### src/rtl/col_pkg.sv
// Shared types and constants for the accumulator result collector.
// Q11.21 accumulator format: ACC_INT integer bits, ACC_FRAC fraction bits.
package col_pkg;

    typedef enum logic [1:0] {
        IDLE    = 2'd0,
        COLLECT = 2'd1,
        DONE    = 2'd2
    } col_state_e;

    localparam int ACC_INT  = 11;
    localparam int ACC_FRAC = 21;
    localparam int NBIT_DEF = ACC_INT + ACC_FRAC;
    localparam int NDIR_DEF = 4;

endpackage

### src/rtl/col_ram.sv
// Simple dual-port result buffer: one write port, one registered read port.
// A same-cycle read and write of one address returns the old word.
module col_ram #(
    parameter int NBIT = 32,
    parameter int NDIR = 4
) (
    input  logic            clk,
    input  logic            rst,
    input  logic            we,
    input  logic [NDIR-1:0] wr_addr,
    input  logic [NBIT-1:0] wr_data,
    input  logic            rd_en,
    input  logic [NDIR-1:0] rd_addr,
    output logic [NBIT-1:0] rd_data,
    output logic            rd_valid
);

    logic [NBIT-1:0] mem [2**NDIR];

    // Storage is not reset; contents are undefined after reset.
    always_ff @(posedge clk) begin
        if (we) begin
            mem[wr_addr] <= wr_data;
        end
    end

    always_ff @(posedge clk or posedge rst) begin
        if (rst) begin
            rd_data  <= '0;
            rd_valid <= 1'b0;
        end else begin
            rd_valid <= rd_en;
            if (rd_en) begin
                rd_data <= mem[rd_addr];
            end
        end
    end

endmodule

### src/rtl/acc_collector.sv
// Captures one accumulator word per rising edge of flag_in into a result buffer.
// Define COLLECT_WRAP_EN to keep writing (circularly) after the frame completes.
//
// state   | meaning
// IDLE    | waiting for start, flag edges ignored
// COLLECT | capturing words until count reaches the frame length
// DONE    | frame complete, further flag edges raise ovf
module acc_collector
    import col_pkg::*;
#(
    parameter int NBIT = NBIT_DEF,
    parameter int NDIR = NDIR_DEF
) (
    input  logic                   clk,
    input  logic                   rst,
    input  logic                   start,
    input  logic                   clr,
    input  logic [NDIR:0]          frame_len,
    input  logic                   flag_in,
    input  logic signed [NBIT-1:0] acc_in,
    input  logic                   rd_en,
    input  logic [NDIR-1:0]        rd_addr,
    output logic signed [NBIT-1:0] rd_data,
    output logic                   rd_valid,
    output logic [NDIR:0]          count,
    output logic                   busy,
    output logic                   done,
    output logic                   ovf
);

    localparam logic [NDIR:0]   DEPTH = {1'b1, {NDIR{1'b0}}};
    localparam logic [NDIR:0]   ONE   = {{NDIR{1'b0}}, 1'b1};
    localparam logic [NDIR-1:0] P_ONE = {{(NDIR-1){1'b0}}, 1'b1};

    col_state_e      state_q, state_d;
    logic [NDIR:0]   count_d, len_q, len_d, len_eff, count_inc;
    logic [NDIR-1:0] ptr_q, ptr_d, ptr_inc;
    logic            ovf_d, flag_q, flag_rise, we;

    assign flag_rise = flag_in & ~flag_q;
    assign len_eff   = (frame_len == '0 || frame_len > DEPTH) ? DEPTH : frame_len;
    assign count_inc = count + ONE;
    // Pointer wraps at the frame length so wrap mode overwrites the oldest word.
    assign ptr_inc   = ({1'b0, ptr_q} + ONE == len_q) ? '0 : ptr_q + P_ONE;

    always_ff @(posedge clk or posedge rst) begin
        if (rst) begin
            state_q <= IDLE;
            count   <= '0;
            ptr_q   <= '0;
            len_q   <= DEPTH;
            ovf     <= 1'b0;
            flag_q  <= 1'b1;
        end else begin
            state_q <= state_d;
            count   <= count_d;
            ptr_q   <= ptr_d;
            len_q   <= len_d;
            ovf     <= ovf_d;
            flag_q  <= flag_in;
        end
    end

    always_comb begin
        state_d = state_q;
        count_d = count;
        ptr_d   = ptr_q;
        len_d   = len_q;
        ovf_d   = ovf;
        we      = 1'b0;
        if (clr) begin
            state_d = IDLE;
            count_d = '0;
            ptr_d   = '0;
            ovf_d   = 1'b0;
        end else if (start) begin
            state_d = COLLECT;
            count_d = '0;
            ptr_d   = '0;
            ovf_d   = 1'b0;
            len_d   = len_eff;
        end else if (flag_rise) begin
            case (state_q)
                COLLECT: begin
                    we      = 1'b1;
                    count_d = count_inc;
                    ptr_d   = ptr_inc;
                    if (count_inc == len_q) begin
                        state_d = DONE;
                    end
                end
                DONE: begin
                    ovf_d = 1'b1;
`ifdef COLLECT_WRAP_EN
                    we    = 1'b1;
                    ptr_d = ptr_inc;
`endif
                end
                default: ;
            endcase
        end
    end

    assign busy = (state_q == COLLECT);
    assign done = (state_q == DONE);

    col_ram #(.NBIT(NBIT), .NDIR(NDIR)) u_ram (
        .clk      (clk),
        .rst      (rst),
        .we       (we),
        .wr_addr  (ptr_q),
        .wr_data  (acc_in),
        .rd_en    (rd_en),
        .rd_addr  (rd_addr),
        .rd_data  (rd_data),
        .rd_valid (rd_valid)
    );

endmodule

### config.mk
export PLATFORM = sky130hd
export DESIGN_NAME = acc_collector
export DESIGN_NICKNAME = d
export VERILOG_FILES = /design/src/rtl/col_pkg.sv /design/src/rtl/col_ram.sv /design/src/rtl/acc_collector.sv
export SDC_FILE = /design/constraint.sdc
export NUM_CORES = 1
export LEC_CHECK = 0
export ABC_CLOCK_PERIOD_IN_PS = 9800
export CAP_MARGIN = 10
export CORE_ASPECT_RATIO = 0.75
export CORE_MARGIN = 10
export CORE_UTILIZATION = 60
export CTS_BUF_LIST = sky130_fd_sc_hd__clkbuf_8
export CTS_CLUSTER_SIZE = 25
export DETAILED_ROUTE_END_ITERATION = 8
export HOLD_SLACK_MARGIN = 0.05
export PLACE_DENSITY = 0.81
export SYNTH_ARGS = -nofsm -noshare
export SYNTH_HDL_FRONTEND = slang
export SYNTH_SLANG_ARGS = --single-unit
export TNS_END_PERCENT = 10
### constraint.sdc
create_clock -name clk -period 9.8 [get_ports clk]
set_clock_uncertainty 0.2 [all_clocks]
set_input_delay 1.96 -clock clk [delete_from_list [all_inputs] [get_ports clk]]
set_output_delay 1.96 -clock clk [all_outputs]
set_load 0.01 [all_outputs]
## After elaboration in Yosys (flattened, before gate mapping)

Memories as Yosys holds them, arrays and structs flattened. A register that Yosys moved wholly into a read port is not among the register bits.
Cells that the tools add are included.

| storage, ports and cells | value |
|---|---|
| input bits | 47 |
| output and inout port bits | 41 |
| memories | 1 |
| register bits | 19 |
| bits in writable memories | 512 |

Memories:

| name | words | bits a word | read ports | clocked after Yosys merged registers in | wr ports | line | RTL |
|---|---|---|---|---|---|---|---|
| u_ram.mem | 16 | 32 | 1 | 1 | 1 | col_ram.sv:18 | `logic [NBIT-1:0] mem [2**NDIR];` |

| cells by class | value |
|---|---|
| magnitude comparators | 1 |
| equal/unequal tests | 4 |
| reduce and logical (&&, ||, !) cells | 10 |
| add/subtract/negate cells | 3 |
| bitwise gates (word level) | 3 |
| muxes and demuxes | 25 |

Operators by type and width:

| kind | count |
|---|---|
| $mux W5 | 5 |
| $mux W4 | 5 |
| $reduce_bool A3 Y1 | 4 |
| $eq A5 B5 Y1 | 2 |
| $mux W1 | 10 |
| $mux W2 | 5 |
| $reduce_and A2 Y1 | 3 |
| $add A4 B1 Y5 const B | 1 |
| $add A5 B1 Y5 const B | 1 |
| $gt A5 B5 Y1 const B | 1 |
| $logic_not A5 Y1 | 1 |
| $add A4 B1 Y4 const B | 1 |
| $reduce_and A3 Y1 | 1 |
| $eq A2 B1 Y1 const B | 1 |
| $eq A2 B2 Y1 const B | 1 |
| $not A1 Y1 | 2 |
| $and A1 B1 Y1 | 1 |
| $logic_or A1 B1 Y1 | 1 |

## Logic depth before layout (Yosys ltp)

| logic depth | value |
|---|---|
| depth after elaboration | 7 |
| gate-level depth with buffers | 7 |
| depth with buffers taken out | 7 |

## Cells and area by module

A second synthesis with hierarchy kept.

| unflattened totals | value |
|---|---|
| cell total of the unflattened synthesis | 990 |
| area, all modules | 21830.9 um^2 |

Modules (own cells, without submodules):

| module | area an instance (um^2) | times used | seq. area each (um^2) | cells each |
|---|---|---|---|---|
| col_ram | 20749.9 | 1 | 16200.5 | 878 |
| acc_collector | 1081.0 | 1 | 452.9 | 112 |

## Least setup slack after synthesis

No wires, ideal clock.

| timing path | value |
|---|---|
| path type | input to register |
| from | input port clr |
| to | memory u_ram.mem[3][0] (enable) |
| cell stages on the path | 4 |
| setup slack | 4.347 ns |
| arrival | 4.792 ns |
| setup time | 0.461 ns |
| path through | or2_2 nor2_1 nand2_1 nor3_1 |

| between the ends | value |
|---|---|
| cells in the longest elaborated chain, start to end | 3 |

RTL lines:

| what | line | RTL |
|---|---|---|
| start, declared | acc_collector.sv:17 | `input logic clr,` |
| $mux W1 | acc_collector.sv:71 | `if (clr) begin` |
| $mux W1 | col_ram.sv:22 | `if (we) begin` |
| $mux W1 (not written as such) | col_ram.sv:23 | `mem[wr_addr] <= wr_data;` |
| end, declared | col_ram.sv:18 |  |

Every way passes these cells.

## Final worst setup path

| timing path | value |
|---|---|
| from | input port flag_in |
| to | memory u_ram.mem[0][26] (enable) |

| between the ends | value |
|---|---|
| cells in the longest elaborated chain, start to end | 6 |

RTL lines:

| what | line | RTL |
|---|---|---|
| start, declared | acc_collector.sv:19 | `input logic flag_in,` |
| $and A1 B1 Y1 | acc_collector.sv:40 | `assign flag_rise = flag_in & ~flag_q;` |
| $mux W1 | acc_collector.sv:82 | `end else if (flag_rise) begin` |
| $mux W1 | acc_collector.sv:76 | `end else if (start) begin` |
| $mux W1 | acc_collector.sv:71 |  |
| $mux W1 | col_ram.sv:22 |  |
| $mux W1 (not written as such) | col_ram.sv:23 |  |

Every way passes these cells.

==> run summary <==
A synthesized cell averages 21.6 um^2. The first detailed-routing pass took 5 iterations. The wire-length estimate of the detail-placed layout is 23700 um. The repair_antennas step left the layout with diodes totalling 0. TritonCTS built the clock tree.

In this run, distinct cell masters in the synthesized netlist total 42. The final hold violation count came out at 0. For this run, the number of Yosys warnings is 0. The area of the placeable core is 35700 um^2. The clock net in this run drives a total of 563 sinks. The congestion estimate from routability-driven global placement came to 0.764.

For the area of the die, the log shows 44000 um^2. The critical setup path kind is in -> reg. Cells with a size suffix above 1 make up 23.4% of the layout. The number of buffers added by the clock tree synthesis step is 81, and the number of global-route vias before repair is 11000. The first global-routing pass estimated 67200 um of wire. The post-synth net total is 1053, and the slew at the pin with the worst max-slew slack is 1.13 ns. Top-level port count: 88. Final-layout fill cell count: 2104. Among all flip-flop cells after synthesis, the most frequent one is sky130_fd_sc_hd__edfxtp_1.

The run finished with clean final reports. The total via count in the routed design is 10600, and the largest voltage drop on the vdd net is 148 uV. The cell area after synthesis was 21600 um^2. The hold buffer count at CTS is 0. For this run, the post-layout net count is 1184.

The final critical path takes up 49.1% of the cycle. Leaving out filler cells and counting taps, the final layout contains 1659. The final period demand of the worst path came out at 4.81 ns. Counting flops with a built-in enable in the synthesized netlist gives 512. The H-tree generated during clock tree synthesis spans 3 levels. The critical path data required time was 9.86 ns; the die span in x was 239 um. Power per unit of standard cell area: 189 nW/um^2. The number of failing setup endpoints in the final timing report was 0; the synthesis-to-finish area growth was 13.6%.

In the layout the commonest cells are sky130_fd_sc_hd__edfxtp_1, sky130_fd_sc_hd__mux4_2, sky130_fd_sc_hd__clkbuf_8. The analysis attributes to cell leakage a power of 7.96 nW. For this run, the top clock speed supported by timing is 0.208 GHz. The effective utilization at floorplan is 60.5%.

The run gives 4620 um^2 as the footprint of the multi-input gates. In the final timing run, aggregate negative setup slack is 0 ns. The average wire length per cell after detail routing works out to 26.6 um. For this run, global-route usage on met2 was measured as 32.6%. The global-route usage over all layers came out at 20.5%. The post-detailed-route via-to-cell ratio was 6.38; the quantity of I/O buffers inserted on ports was 87.

For this run, global-route usage on met1 was measured as 28.3%. Along the worst path, the maximum fanout reaches 23. The remaining antenna violation count after routing is 0.

After synthesis, the share of flip-flops with an asynchronous set or reset is 9.06%. The final wirelength is 44200 um, and the number of antenna violations at the first check in global routing is 0. After global routing, the most crowded layer is met2. The tools report the total count of max-transition violations in the final report as 0. Number of standard-cell rows in the floorplan: 60. The number of gates resized after CTS was 0. The endpoint kind of the worst setup timing path is a register. Data on the critical path arrives at its endpoint at 4.87 ns.

In the final layout, flip-flops and latches occupy 16700 um^2. Global-route congestion overflow total: 0. The tools report the number of buffers between clock root and the deepest sink as 3. The y dimension of the die works out to 184 um. The clock-pin slew of the registers on the worst-case setup and hold paths came out at 0.06 ns. The worst setup path is launched from an input port.

The clock latency at the later pin of the worst-skew pair is 0.62 ns, and the sequential element share of the synthesized area is 77.2%. After detailed routing, the number of remaining DRC violations is 0. Across the run, the number of max-cap violations was 0. Clock tree synthesis selected as its root buffer the cell sky130_fd_sc_hd__clkbuf_8. The register bit count reported by yosys works out to 563. The power after layout is 0.00463 W. Once placement completed, the tool counted placed cells totaling 1507. The most common cell after layout, fill and taps aside is sky130_fd_sc_hd__edfxtp_1. The run gives 24.2% as the relative slew slack. Synthesis produced 1000 cells. The total setup buffers inserted after CTS was 0; the largest net degree at the start of global routing was 71. In this run the worst hold path is classified as reg -> reg.

In the global route stage, met3 resource usage came out at 4.70%. For this block, the initial DRC count from the detailed router was 996. Setup repair after global routing left no endpoint under its margin.
-- registers in the layout (all words and copies together), names as in the netlist --
register        cells
u_ram.rd_valid      1
len_q               5
ovf                 1
state_q             2
count               5
u_ram.rd_data      32
ptr_q               4
u_ram.mem         512
flag_q              1
-- Yosys cell counts (all sizes together), types with 7 or more instances --
library cell	instances	area (um^2)
edfxtp	512	15400
mux4	128	2880
nor2	54	203
dfrtp	49	1230
buf	34	288
a221oi	32	287
mux2i	32	320
o22ai	32	200
clkbuf	22	86.3
nand2	17	63.8
o21ai	9	45.0
xnor2	9	78.8
nand2b	8	50.1
a21oi	7	35.0
nand3	7	35.0
-- path summary, 6_finish.rpt --
kind	startpoint	endpoint	slack, ns	cells after the start
max in group asynchronous	rst	u_ram.rd_data[9]$_DFFE_PP0P_	7.11	3
hold reg to reg	ovf$_DFFE_PP0P_	ovf$_DFFE_PP0P_	0.32	2
setup / recovery	flag_in	u_ram.mem[0][26]$_DFFE_PP_	4.99	6
setup reg to reg	state_q[1]$_DFFE_PP0P_	u_ram.mem[0][26]$_DFFE_PP_	6.23	6
hold / removal	ovf$_DFFE_PP0P_	ovf$_DFFE_PP0P_	0.32	2
min in group asynchronous	rst	u_ram.rd_data[30]$_DFFE_PP0P_	1.72	3
-- routing by layer --
layer  part of all wire, %  vias to the layer above
li1                      -                     4444
met1                    41                     5602
met2                    50                      467
met3                   7.5                       68
met4                   1.7                        0
met5                     0                        -
-- cell type report --
type,count,area share [%]
inverter,6,0.0920
tap,465,2.38
sequential,563,68.0
timing repair buffer,104,4.52
multi-input combinational,375,18.9
clock inverter,59,1.23
clock buffer,87,4.89
-- cell families after synthesis --
family	share of synthesized area, %
AOI/OAI and AO/OA	2.87
DFF	77.2
muxes	14.9
and+or+nand+nor	2.31
buffers and inverters	1.84
xor gates and xnor gates	0.528
adders and majority gates	0.348
-- critical path, cell delays in order --
cell,delay [ns]
sky130_fd_sc_hd__clkdlybuf4s50_1,0.51
sky130_fd_sc_hd__nand3_1,0.30
sky130_fd_sc_hd__nor2_1,0.33
sky130_fd_sc_hd__nand2_1,0.28
sky130_fd_sc_hd__nor3_2,0.90
sky130_fd_sc_hd__buf_4,0.57
-- stage by stage --
| stage | hold slack [ns] | worst slack [ns] | utilization [%] | cell area (um^2) |
|---|---|---|---|---|
| after floorplan | 0.295 | 4.35 | - | 21600 |
| after global placement | 0.318 | 4.50 | 64.0 | 22800 |
| after detailed placement | 0.300 | 4.37 | 64.0 | 22800 |
| after CTS | 0.314 | 5.06 | 68.2 | 24300 |
| after global routing | 0.336 | 4.90 | 68.7 | 24500 |
| final | 0.318 | 4.99 | 68.7 | 24500 |
-- report_power, final --
group | switching [W] | internal [W] | leakage [nW]
registers | 0.0000173 | 0.00264 | 5.20
clock network | 0.000845 | 0.000874 | 0.864
logic | 0.000136 | 0.000120 | 1.89
total | 0.000998 | 0.00364 | 7.96
No activity file was read; power rests on OpenSTA's default activity.
